===== src/rtl/ex_commit_buffer_if.sv =====
// ---------------------------------------------------------------------------
// ex_commit_buffer_if
//   Bundles the result-side handshake, the commit gate and the registered
//   writeback bus of ex_commit_buffer. Clock and reset stay outside.
//
//   Handshake (per channel i): a result moves into the buffer on a rising
//   edge where in_valid[i] && in_ready[i] are both high (and flush is low).
//   in_ready depends only on registered occupancy, never on in_valid. A
//   producer may hold in_valid high while in_ready is low and must keep
//   in_data/in_addr/in_pc/in_ena stable until the transfer happens.
//
//   Signals
//     commit_pc  scoreboard commit point (entry eligible when pc <= commit_pc)
//     flush      discard all buffered results
//     in_*       per-channel result inputs, channel i at [i*W +: W]
//     in_ready   per-channel FIFO not full
//     wb_*       registered writeback outputs, wb_retire pulses per retirement
//     occupancy  per-channel entry count, ($clog2(DEPTH)+1) bits per channel
//
//   Modports
//     master  producer / scoreboard / register-file side
//     slave   ex_commit_buffer
// ---------------------------------------------------------------------------
interface ex_commit_buffer_if #(
  parameter int NCH   = 3,
  parameter int XLEN  = 64,
  parameter int AW    = 5,
  parameter int PCW   = 64,
  parameter int DEPTH = 4
);
  localparam int CW = $clog2(DEPTH) + 1;

  logic [PCW-1:0]      commit_pc;
  logic                flush;
  logic [NCH-1:0]      in_valid;
  logic [NCH-1:0]      in_ready;
  logic [NCH*XLEN-1:0] in_data;
  logic [NCH*AW-1:0]   in_addr;
  logic [NCH*PCW-1:0]  in_pc;
  logic [NCH-1:0]      in_ena;
  logic [NCH*XLEN-1:0] wb_data;
  logic [NCH*AW-1:0]   wb_addr;
  logic [NCH-1:0]      wb_ena;
  logic [NCH*PCW-1:0]  wb_pc;
  logic [NCH-1:0]      wb_retire;
  logic [NCH*CW-1:0]   occupancy;

  modport master (
    output commit_pc, flush, in_valid, in_data, in_addr, in_pc, in_ena,
    input  in_ready, wb_data, wb_addr, wb_ena, wb_pc, wb_retire, occupancy
  );

  modport slave (
    input  commit_pc, flush, in_valid, in_data, in_addr, in_pc, in_ena,
    output in_ready, wb_data, wb_addr, wb_ena, wb_pc, wb_retire, occupancy
  );
endinterface


===== src/rtl/ex_commit_buffer.sv =====
// ---------------------------------------------------------------------------
// ex_commit_buffer
//   Writeback commit stage between NCH execution channels and the register
//   file. Each channel keeps a DEPTH-entry FIFO of completed results
//   (data, rd, pc, wen). The head entry retires to the registered wb_*
//   outputs only when its pc <= commit_pc (unsigned); younger results wait
//   and are never dropped. flush discards everything buffered.
//
//   Ports
//     clk   clock
//     rst   synchronous, active-high reset (acts as flush and also clears
//           wb_data / wb_addr / wb_pc)
//     bus   ex_commit_buffer_if.slave: commit_pc, flush, in_* handshake,
//           wb_* writeback, occupancy
//
//   Optional feature (macro EX_COMMIT_BYPASS_EN)
//     Defined: a result arriving at an empty channel whose pc is already
//     committed goes straight to wb_* on the accepting edge (1-edge latency)
//     and is not written into the FIFO. Suppressed while flush is high.
//     Undefined: every result passes through the FIFO (2-edge minimum).
//
//   No FSM: per-channel state is just head/tail/count, exposed via occupancy.
// ---------------------------------------------------------------------------
module ex_commit_buffer #(
  parameter int NCH   = 3,
  parameter int XLEN  = 64,
  parameter int AW    = 5,
  parameter int PCW   = 64,
  parameter int DEPTH = 4
) (
  input  logic               clk,
  input  logic               rst,
  ex_commit_buffer_if.slave  bus
);

  localparam int PW = $clog2(DEPTH);
  localparam int CW = PW + 1;

  // FIFO storage; contents need no reset, validity is tracked by count.
  logic [XLEN-1:0] mem_data [NCH][DEPTH];
  logic [AW-1:0]   mem_addr [NCH][DEPTH];
  logic [PCW-1:0]  mem_pc   [NCH][DEPTH];
  logic            mem_ena  [NCH][DEPTH];

  logic [PW-1:0]   head  [NCH];
  logic [PW-1:0]   tail  [NCH];
  logic [CW-1:0]   count [NCH];

  // Registered writeback state.
  logic [XLEN-1:0] wb_data_q [NCH];
  logic [AW-1:0]   wb_addr_q [NCH];
  logic [PCW-1:0]  wb_pc_q   [NCH];
  logic [NCH-1:0]  wb_ena_q;
  logic [NCH-1:0]  wb_retire_q;

  // Unpacked views of the per-channel input fields.
  logic [XLEN-1:0] ch_data [NCH];
  logic [AW-1:0]   ch_addr [NCH];
  logic [PCW-1:0]  ch_pc   [NCH];
  logic [NCH-1:0]  ch_ena;

  logic [NCH-1:0]  ready;
  logic [NCH-1:0]  accept;   // handshake completes on this edge
  logic [NCH-1:0]  bypass;   // accepted entry goes straight to wb_*
  logic [NCH-1:0]  push;     // accepted entry is written into the FIFO
  logic [NCH-1:0]  pop;      // FIFO head retires on this edge

  always_comb begin
    for (int i = 0; i < NCH; i++) begin
      ch_data[i] = bus.in_data[i*XLEN +: XLEN];
      ch_addr[i] = bus.in_addr[i*AW +: AW];
      ch_pc[i]   = bus.in_pc[i*PCW +: PCW];
      ch_ena[i]  = bus.in_ena[i];

      // Registered count only: a full FIFO cannot take a new entry on the
      // same edge its head retires.
      ready[i]  = (count[i] != CW'(DEPTH));
      accept[i] = bus.in_valid[i] && ready[i] && !bus.flush;
      pop[i]    = (count[i] != '0) && (mem_pc[i][head[i]] <= bus.commit_pc);
`ifdef EX_COMMIT_BYPASS_EN
      bypass[i] = accept[i] && (count[i] == '0) && (ch_pc[i] <= bus.commit_pc);
`else
      bypass[i] = 1'b0;
`endif
      push[i]   = accept[i] && !bypass[i];
    end
  end

  // FIFO write port. push already excludes flush edges.
  always_ff @(posedge clk) begin
    for (int i = 0; i < NCH; i++) begin
      if (push[i]) begin
        mem_data[i][tail[i]] <= ch_data[i];
        mem_addr[i][tail[i]] <= ch_addr[i];
        mem_pc[i][tail[i]]   <= ch_pc[i];
        mem_ena[i][tail[i]]  <= ch_ena[i];
      end
    end
  end

  // Pointers, counts and writeback registers.
  always_ff @(posedge clk) begin
    if (rst) begin
      for (int i = 0; i < NCH; i++) begin
        head[i]      <= '0;
        tail[i]      <= '0;
        count[i]     <= '0;
        wb_data_q[i] <= '0;
        wb_addr_q[i] <= '0;
        wb_pc_q[i]   <= '0;
      end
      wb_ena_q    <= '0;
      wb_retire_q <= '0;
    end else if (bus.flush) begin
      // Flush wins over accept and retire; wb_data/addr/pc keep their values.
      for (int i = 0; i < NCH; i++) begin
        head[i]  <= '0;
        tail[i]  <= '0;
        count[i] <= '0;
      end
      wb_ena_q    <= '0;
      wb_retire_q <= '0;
    end else begin
      for (int i = 0; i < NCH; i++) begin
        if (push[i]) tail[i] <= tail[i] + PW'(1);
        if (pop[i])  head[i] <= head[i] + PW'(1);

        // Simultaneous push and pop leaves count unchanged.
        if (push[i] && !pop[i]) begin
          count[i] <= count[i] + CW'(1);
        end else if (!push[i] && pop[i]) begin
          count[i] <= count[i] - CW'(1);
        end

        // pop and bypass are exclusive: bypass needs an empty FIFO.
        if (pop[i]) begin
          wb_data_q[i]   <= mem_data[i][head[i]];
          wb_addr_q[i]   <= mem_addr[i][head[i]];
          wb_pc_q[i]     <= mem_pc[i][head[i]];
          // x0 is architecturally zero: retire it but never write it.
          wb_ena_q[i]    <= mem_ena[i][head[i]] && (mem_addr[i][head[i]] != '0);
          wb_retire_q[i] <= 1'b1;
        end else if (bypass[i]) begin
          wb_data_q[i]   <= ch_data[i];
          wb_addr_q[i]   <= ch_addr[i];
          wb_pc_q[i]     <= ch_pc[i];
          wb_ena_q[i]    <= ch_ena[i] && (ch_addr[i] != '0);
          wb_retire_q[i] <= 1'b1;
        end else begin
          wb_ena_q[i]    <= 1'b0;
          wb_retire_q[i] <= 1'b0;
        end
      end
    end
  end

  // Pack per-channel state onto the interface vectors.
  always_comb begin
    bus.in_ready  = ready;
    bus.wb_ena    = wb_ena_q;
    bus.wb_retire = wb_retire_q;
    bus.wb_data   = '0;
    bus.wb_addr   = '0;
    bus.wb_pc     = '0;
    bus.occupancy = '0;
    for (int i = 0; i < NCH; i++) begin
      bus.wb_data[i*XLEN +: XLEN] = wb_data_q[i];
      bus.wb_addr[i*AW +: AW]     = wb_addr_q[i];
      bus.wb_pc[i*PCW +: PCW]     = wb_pc_q[i];
      bus.occupancy[i*CW +: CW]   = count[i];
    end
  end

endmodule


===== src/flat_wrapper.sv =====
// flat-port wrapper written by rule: the top's interface ports become plain ports
module ex_commit_buffer_flat 
#(
  parameter int NCH   = 3,
  parameter int XLEN  = 64,
  parameter int AW    = 5,
  parameter int PCW   = 64,
  parameter int DEPTH = 4
)
  (clk, rst, bus_commit_pc, bus_flush, bus_in_valid, bus_in_data, bus_in_addr, bus_in_pc, bus_in_ena, bus_in_ready, bus_wb_data, bus_wb_addr, bus_wb_ena, bus_wb_pc, bus_wb_retire, bus_occupancy);
  ex_commit_buffer_if #(.NCH(NCH), .XLEN(XLEN), .AW(AW), .PCW(PCW), .DEPTH(DEPTH)) bus_i ();
  input  logic clk;
  input  logic rst;
  input wire logic [$bits(bus_i.commit_pc)-1:0] bus_commit_pc;
  input wire logic [$bits(bus_i.flush)-1:0] bus_flush;
  input wire logic [$bits(bus_i.in_valid)-1:0] bus_in_valid;
  input wire logic [$bits(bus_i.in_data)-1:0] bus_in_data;
  input wire logic [$bits(bus_i.in_addr)-1:0] bus_in_addr;
  input wire logic [$bits(bus_i.in_pc)-1:0] bus_in_pc;
  input wire logic [$bits(bus_i.in_ena)-1:0] bus_in_ena;
  output wire logic [$bits(bus_i.in_ready)-1:0] bus_in_ready;
  output wire logic [$bits(bus_i.wb_data)-1:0] bus_wb_data;
  output wire logic [$bits(bus_i.wb_addr)-1:0] bus_wb_addr;
  output wire logic [$bits(bus_i.wb_ena)-1:0] bus_wb_ena;
  output wire logic [$bits(bus_i.wb_pc)-1:0] bus_wb_pc;
  output wire logic [$bits(bus_i.wb_retire)-1:0] bus_wb_retire;
  output wire logic [$bits(bus_i.occupancy)-1:0] bus_occupancy;
  assign bus_i.commit_pc = bus_commit_pc;
  assign bus_i.flush = bus_flush;
  assign bus_i.in_valid = bus_in_valid;
  assign bus_i.in_data = bus_in_data;
  assign bus_i.in_addr = bus_in_addr;
  assign bus_i.in_pc = bus_in_pc;
  assign bus_i.in_ena = bus_in_ena;
  assign bus_in_ready = bus_i.in_ready;
  assign bus_wb_data = bus_i.wb_data;
  assign bus_wb_addr = bus_i.wb_addr;
  assign bus_wb_ena = bus_i.wb_ena;
  assign bus_wb_pc = bus_i.wb_pc;
  assign bus_wb_retire = bus_i.wb_retire;
  assign bus_occupancy = bus_i.occupancy;
  ex_commit_buffer #(.NCH(NCH), .XLEN(XLEN), .AW(AW), .PCW(PCW), .DEPTH(DEPTH)) u_core (.clk(clk), .rst(rst), .bus(bus_i));
endmodule

===== config.mk =====
export PLATFORM = sky130hd
export DESIGN_NAME = ex_commit_buffer_flat
export DESIGN_NICKNAME = d
export VERILOG_FILES = /design/src/rtl/ex_commit_buffer_if.sv /design/src/rtl/ex_commit_buffer.sv /design/src/flat_wrapper.sv
export SDC_FILE = /design/constraint.sdc
export NUM_CORES = 2
export LEC_CHECK = 0
export BUFFER_PORTS_ARGS = -buffer_cell sky130_fd_sc_hd__buf_4
export CORE_UTILIZATION = 58
export DETAILED_ROUTE_END_ITERATION = 12
export MAX_ROUTING_LAYER = met4
export PLACE_DENSITY = 0.79
export SLEW_MARGIN = 0
export SYNTH_ARGS = -nofsm -noshare
export SYNTH_HDL_FRONTEND = slang
export SYNTH_SLANG_ARGS = --single-unit

===== constraint.sdc =====
create_clock -name clk -period 14.7 [get_ports clk]
set_input_delay 0 -clock clk [delete_from_list [all_inputs] [get_ports clk]]
set_output_delay 0 -clock clk [all_outputs]
set_load 0.02 [all_outputs]

---- Yosys cells after proc, flatten, opt, wreduce, memory -nomap -nowiden ----
Memory sizes are Yosys's and may differ from the RTL's.
Index checks and enable logic that the tools add are counted.
word-level totals
  bits in registers ....................... 6
  memory bits (writable) .................. 2,028
  input port bits ......................... 472
  output and inout port bits .............. 417
  logic and storage cells ................. 267
  memories ................................ 10
operators by class
  add/subtract/negate cells ............... 12
  magnitude comparators ................... 12
  equal/unequal tests ..................... 3
  mux-type cells .......................... 149
  bitwise logic cells ..................... 39
  reductions and logical operators ........ 38
memory list
  memory            words  bits a word  read ports  clocked after Yosys merged registers in  write ports  RTL line                source
  u_core.mem_data   3      256          3           0                                        3            ex_commit_buffer.sv:40  logic [XLEN-1:0] mem_data [NCH][DEPTH];
  u_core.mem_pc     3      256          3           0                                        3            ex_commit_buffer.sv:42  logic [PCW-1:0] mem_pc [NCH][DEPTH];
  u_core.wb_data_q  3      64           3           0                                        3            ex_commit_buffer.sv:50  logic [XLEN-1:0] wb_data_q [NCH];
  u_core.wb_pc_q    3      64           3           0                                        3            ex_commit_buffer.sv:52  logic [PCW-1:0] wb_pc_q [NCH];
  u_core.mem_addr   3      20           3           0                                        3            ex_commit_buffer.sv:41  logic [AW-1:0] mem_addr [NCH][DEPTH];
  u_core.wb_addr_q  3      5            3           0                                        3            ex_commit_buffer.sv:51  logic [AW-1:0] wb_addr_q [NCH];
  4 more memories   --     --           --          --                                       --           --
operators with widths
  cell                                                number
  two-way mux 64 bit                                  21
  binary-select mux 64 bit (select 2 bit)             6
  two-way mux 256 bit                                 3
  demux 64 bit (select 2 bit)                         3
  <= comparator 64 bit                                3
  two-way mux 1 bit                                   65
  two-way mux 20 bit                                  3
  two-way mux 5 bit                                   12
  binary-select mux 5 bit (select 2 bit)              3
  demux 5 bit (select 2 bit)                          3
  OR 1 bit                                            30
  two-way mux 3 bit                                   9
  two-way mux 2 bit                                   12
  logical AND 1 bit                                   21
  >= comparator 3 bit, second input constant          6
  NOT 2 -> 3 bit                                      6
  nonzero test 5 bit                                  3
  adder 2 x 1 -> 2 bit, second input constant         6
  two-way mux 4 bit                                   3
  adder 3 x 1 -> 3 bit, second input constant         3
  < comparator 3 x 1 -> 1 bit, second input constant  3
  != test 3 bit, second input constant                3
  nonzero test 3 bit                                  3
  OR reduction 3 bit                                  3
  other kinds (6)                                     20

---- Depth between registers and ports, before layout ----
An unclocked memory read counts as a cell.
  depth after elaboration ................. 15
  gate-level depth with buffers ........... 18
  gate-level depth less buffers ........... 15

---- Least setup slack after synthesis ----
Ideal clock, no wire load.
  path kind ............................... register to register
  start point ............................. memory u_core.head[0][4] (netlist bit)
  end point ............................... memory u_core.wb_addr_q[2][0] (netlist: u_core.wb_addr_q[0][10]) (enable)
  arrival ................................. 9,667 ps
  required time ........................... 14,047 ps
  setup slack ............................. 4,379 ps
  cell stages (with the launch flop) ...... 14
  buffers on the path ..................... 4
  period minus slack after synthesis ...... 10,321 ps
  cells stage by stage .................... edfxtp_1 clkbuf_1 clkbuf_1 buf_1 mux4_2 ha_1 a21oi_1 o21ai_0 a221oi_1 o211ai_1 nor3_1 a21oi_1 buf_2 o21bai_1
RTL lines
  item                RTL line                source
  start: declaration  ex_commit_buffer.sv:45  logic [PW-1:0] head [NCH];
  end: declaration    ex_commit_buffer.sv:51

==> impl_metrics.json <==
{
  "nets": 6161,
  "synth_top_area_cell": "edfxtp_1",
  "place_congestion": 0.881,
  "start_kind": "register",
  "syn_nets": 4368,
  "clkSinkCount": 2034,
  "n_fill_cell": 6810,
  "postSynthCellCount": 3687,
  "yosys.area.top_type_share": 0.775,
  "finalSetupViolCount": 0,
  "rsz0062_at_grt": "no",
  "cp_top_family": "compound AO/OA/AOI/OAI gates",
  "hold_slack_ps": 47.3,
  "numCtsBuffers": 197,
  "grt_first_pass_wirelength_um": 328000,
  "ys_warn_count": 0,
  "die_w_um": 370,
  "setup-tns-final_ps": 0,
  "yosys.area_share.adder": 0.0335,
  "crit_path_frequent_cell": "buf_4",
  "min_path_cells": 2,
  "yosys-mux-area-fraction": 0.115,
  "grtUsageMet3": 0.0880,
  "cp-end-kind": "register",
  "peakVddDrop_uv": 141,
  "critPathRequiredTime_ps": 15150,
  "seq_area_frac_synth": 0.776,
  "drt-total-wl_um": 237000,
  "critical_path_class": "register to register",
  "rows": 134,
  "syn_area_per_cell_um2": 21.3,
  "drive_gt1_frac": 0.303,
  "vias": 45600,
  "grt_max_degree": 168,
  "area_delta_synth_final_pct": 29.4,
  "antenna_left": 0,
  "multi_input_area_mm2": 0.0167,
  "die_h_um": 370,
  "crit_fanout": 69,
  "grt_pass1_vias": 47000,
  "io_buffers": 888,
  "hpwl_um": 138000,
  "synth_edf_count": 2028,
  "synthTopCellsByArea": "edfxtp_1, mux4_2, ha_1, and2_1, and2_2",
  "finalCritPeriodShare": 0.517,
  "tightest_slew_ps": 1220,
  "ctsResizeCount": 0,
  "cp_slowest_cell": "a211oi_1",
  "dr.pass1.iters": 6,
  "path_clk_slew_ps": 60,
  "design.die.area_mm2": 0.137,
  "cp_num_buf_inv": 3,
  "overflow": 0,
  "post-route-min-period_ps": 7590,
  "synth_xor_area_frac": 0.000987,
  "synth-simple-area-share": 0.0489,
  "avgRoutedWirePerCell_um": 31.7,
  "ys.flop_type": "edfxtp_1",
  "worstHoldEndpoint": "u_core.mem_pc[0][602]",
  "start_util": 0.587,
  "grt_usage": 0.353,
  "drc": 0,
  "hold_violations": 0,
  "status": "finished clean",
  "synth_top_family_by_area": "multiplexers",
  "top_usage_layer": "met2",
  "clk_path_buf_depth": 3,
  "reg2reg_from": "u_core.head[0][2]",
  "ys_types": 60,
  "synth-compound-area-share": 0.0132,
  "min_from": "bus_in_pc[154]",
  "max_freq_ghz": 0.132,
  "cts_root_buffer": "clkbuf_16",
  "r2r_slack_ps": 7110,
  "slew_headroom": 0.179,
  "synth.most_common_cell": "edfxtp_1",
  "grtUsageMet1": 0.418,
  "syn-cell-area_mm2": 0.0786,
  "clk_latency_ps": 850,
  "worst_r2r_path_depth": 14,
  "tritoncts": "done",
  "synth_common_cells": "edfxtp_1, mux4_2, and2_1, ha_1, inv_1",
  "async_flop_share": 0,
  "slowest_delay_ps": 1040,
  "coreArea_mm2": 0.134,
  "drv_cap": 0,
  "leakagePower_nw": 36.3,
  "ys_seq_elements": 2034,
  "slew_violations": 0,
  "timing.rr.end": "u_core.wb_pc_q[0][115]",
  "antenna_found_initial": 57,
  "skew_ps": 35.4,
  "ff_latch_area_mm2": 0.0610,
  "pwr_density_cell_mw_per_mm2": 166,
  "ios": 889,
  "cp.arrival_ps": 8040,
  "htreeDepth": 4,
  "drtIter0Drc": 4956,
  "routed_via_density": 6.11,
  "gr-usage-met2": 0.562,
  "holdCritPathClass": "input port to register",
  "crit_chain": "buf_4 > buf_4 > mux4_2 > ha_1 > a21oi_1 > o21ai_0 > a221oi_1 > o21ai_0 > a211oi_1 > o2bb2ai_1 > nand2_1 > or2_2 > nand2b_4 > buf_4"
}
worst register-to-register path: stages (launching register included):
cell and delay (ps):
edfxtp_1 380, buf_4 410, buf_4 670, mux4_2 690, ha_1 310, a21oi_1 140, o21ai_0 100, a221oi_1 770
o21ai_0 210, a211oi_1 1040, o2bb2ai_1 210, nand2_1 160, or2_2 360, nand2b_4 710, buf_4 940
cells by family (layout without fill, tap and decap cells):
logic type,after synthesis,after routing
mux,404,404
fa+ha+maj,209,209
compound gates,168,168
buf+inv,226,2180
flops,2034,2034
xor+xnor,8,8
simple gates,638,638
other cells,0,63
stage by stage:
stage	setup WS [ps]	cell area, µm²	std cells	total power, mW	util
after floorplan	4380	78600	3687	10.1	-
after global placement	7310	87400	6250	11.6	0.652
after detailed placement	7210	87400	6250	11.7	0.652
after CTS	7160	102000	7408	16.8	0.758
after global routing	6770	102000	7463	17.4	0.759
final	7110	102000	7472	16.9	0.759
placed cells by master, fill, tap and decap left out, types with 13 or more instances in the layout:
cell              n
clkinv_2         34
ha_1            207
diode_2          63
bufinv_16        13
dlygate4sd3_1   799
clkbuf_16       199
and2_1          339
clkbuf_1         39
mux4_2          402
nor2_1           27
o21ai_0          35
nand2_1          71
buf_4           927
nand4_1          33
nand3_1          22
clkinv_1         46
edfxtp_1       2028
and2_2           69
a21oi_1          76
inv_1            88
worst max path at each step:
stage / from / to / slack, ps / depth (start not counted)
4_1_cts: u_core.head[0][2] / u_core.wb_data_q[0][92] / 7160 / 14
5_1_grt: u_core.head[0][2] / u_core.wb_pc_q[0][114] / 6770 / 14
2_1_floorplan: u_core.head[0][4] / u_core.wb_addr_q[0][10] / 4380 / 13
3_3_place_gp: u_core.head[0][2] / u_core.wb_data_q[0][102] / 7310 / 14
3_5_place_dp: u_core.head[0][2] / u_core.wb_data_q[0][100] / 7210 / 14
6_report: u_core.head[0][2] / u_core.wb_pc_q[0][115] / 7110 / 14
sequential cells by signal, indices dropped and copies added (netlist names):
signal	count
u_core.bus.wb_ena	3
u_core.bus.wb_retire	3
u_core.count	9
u_core.head	6
u_core.mem_addr	60
u_core.mem_data	768
u_core.mem_ena	12
u_core.mem_pc	768
u_core.tail	6
u_core.wb_addr_q	15
u_core.wb_data_q	192
u_core.wb_pc_q	192
cell type report:
class | count | area share
clock inverter | 121 | 0.0106
inverter | 88 | 0.00325
antenna | 63 | 0.00155
sequential | 2034 | 0.600
clock buffer | 239 | 0.0505
tap | 1768 | 0.0217
timing repair buffer | 1732 | 0.148
multi-input combinational | 1427 | 0.164
per-layer routing:
layer	wire [µm]	vias up
li1	-	18600
met1	82400	23300
met2	117000	3000
met3	22800	651
met4	14700	0
met5	0	-
repair_timing:
item                      4_1_cts  5_1_grt
setup buffers                   0        0
hold buffers                  798        1
hold endpoints to repair     1862        3
where the power goes:
group          total, mW  switching (mW)  internal (mW)
clock network       4.98            2.25           2.73
registers           7.35           0.253           7.10
logic               4.58            2.62           1.97
total               16.9            5.12           11.8
(Power assumes the default switching activity.)
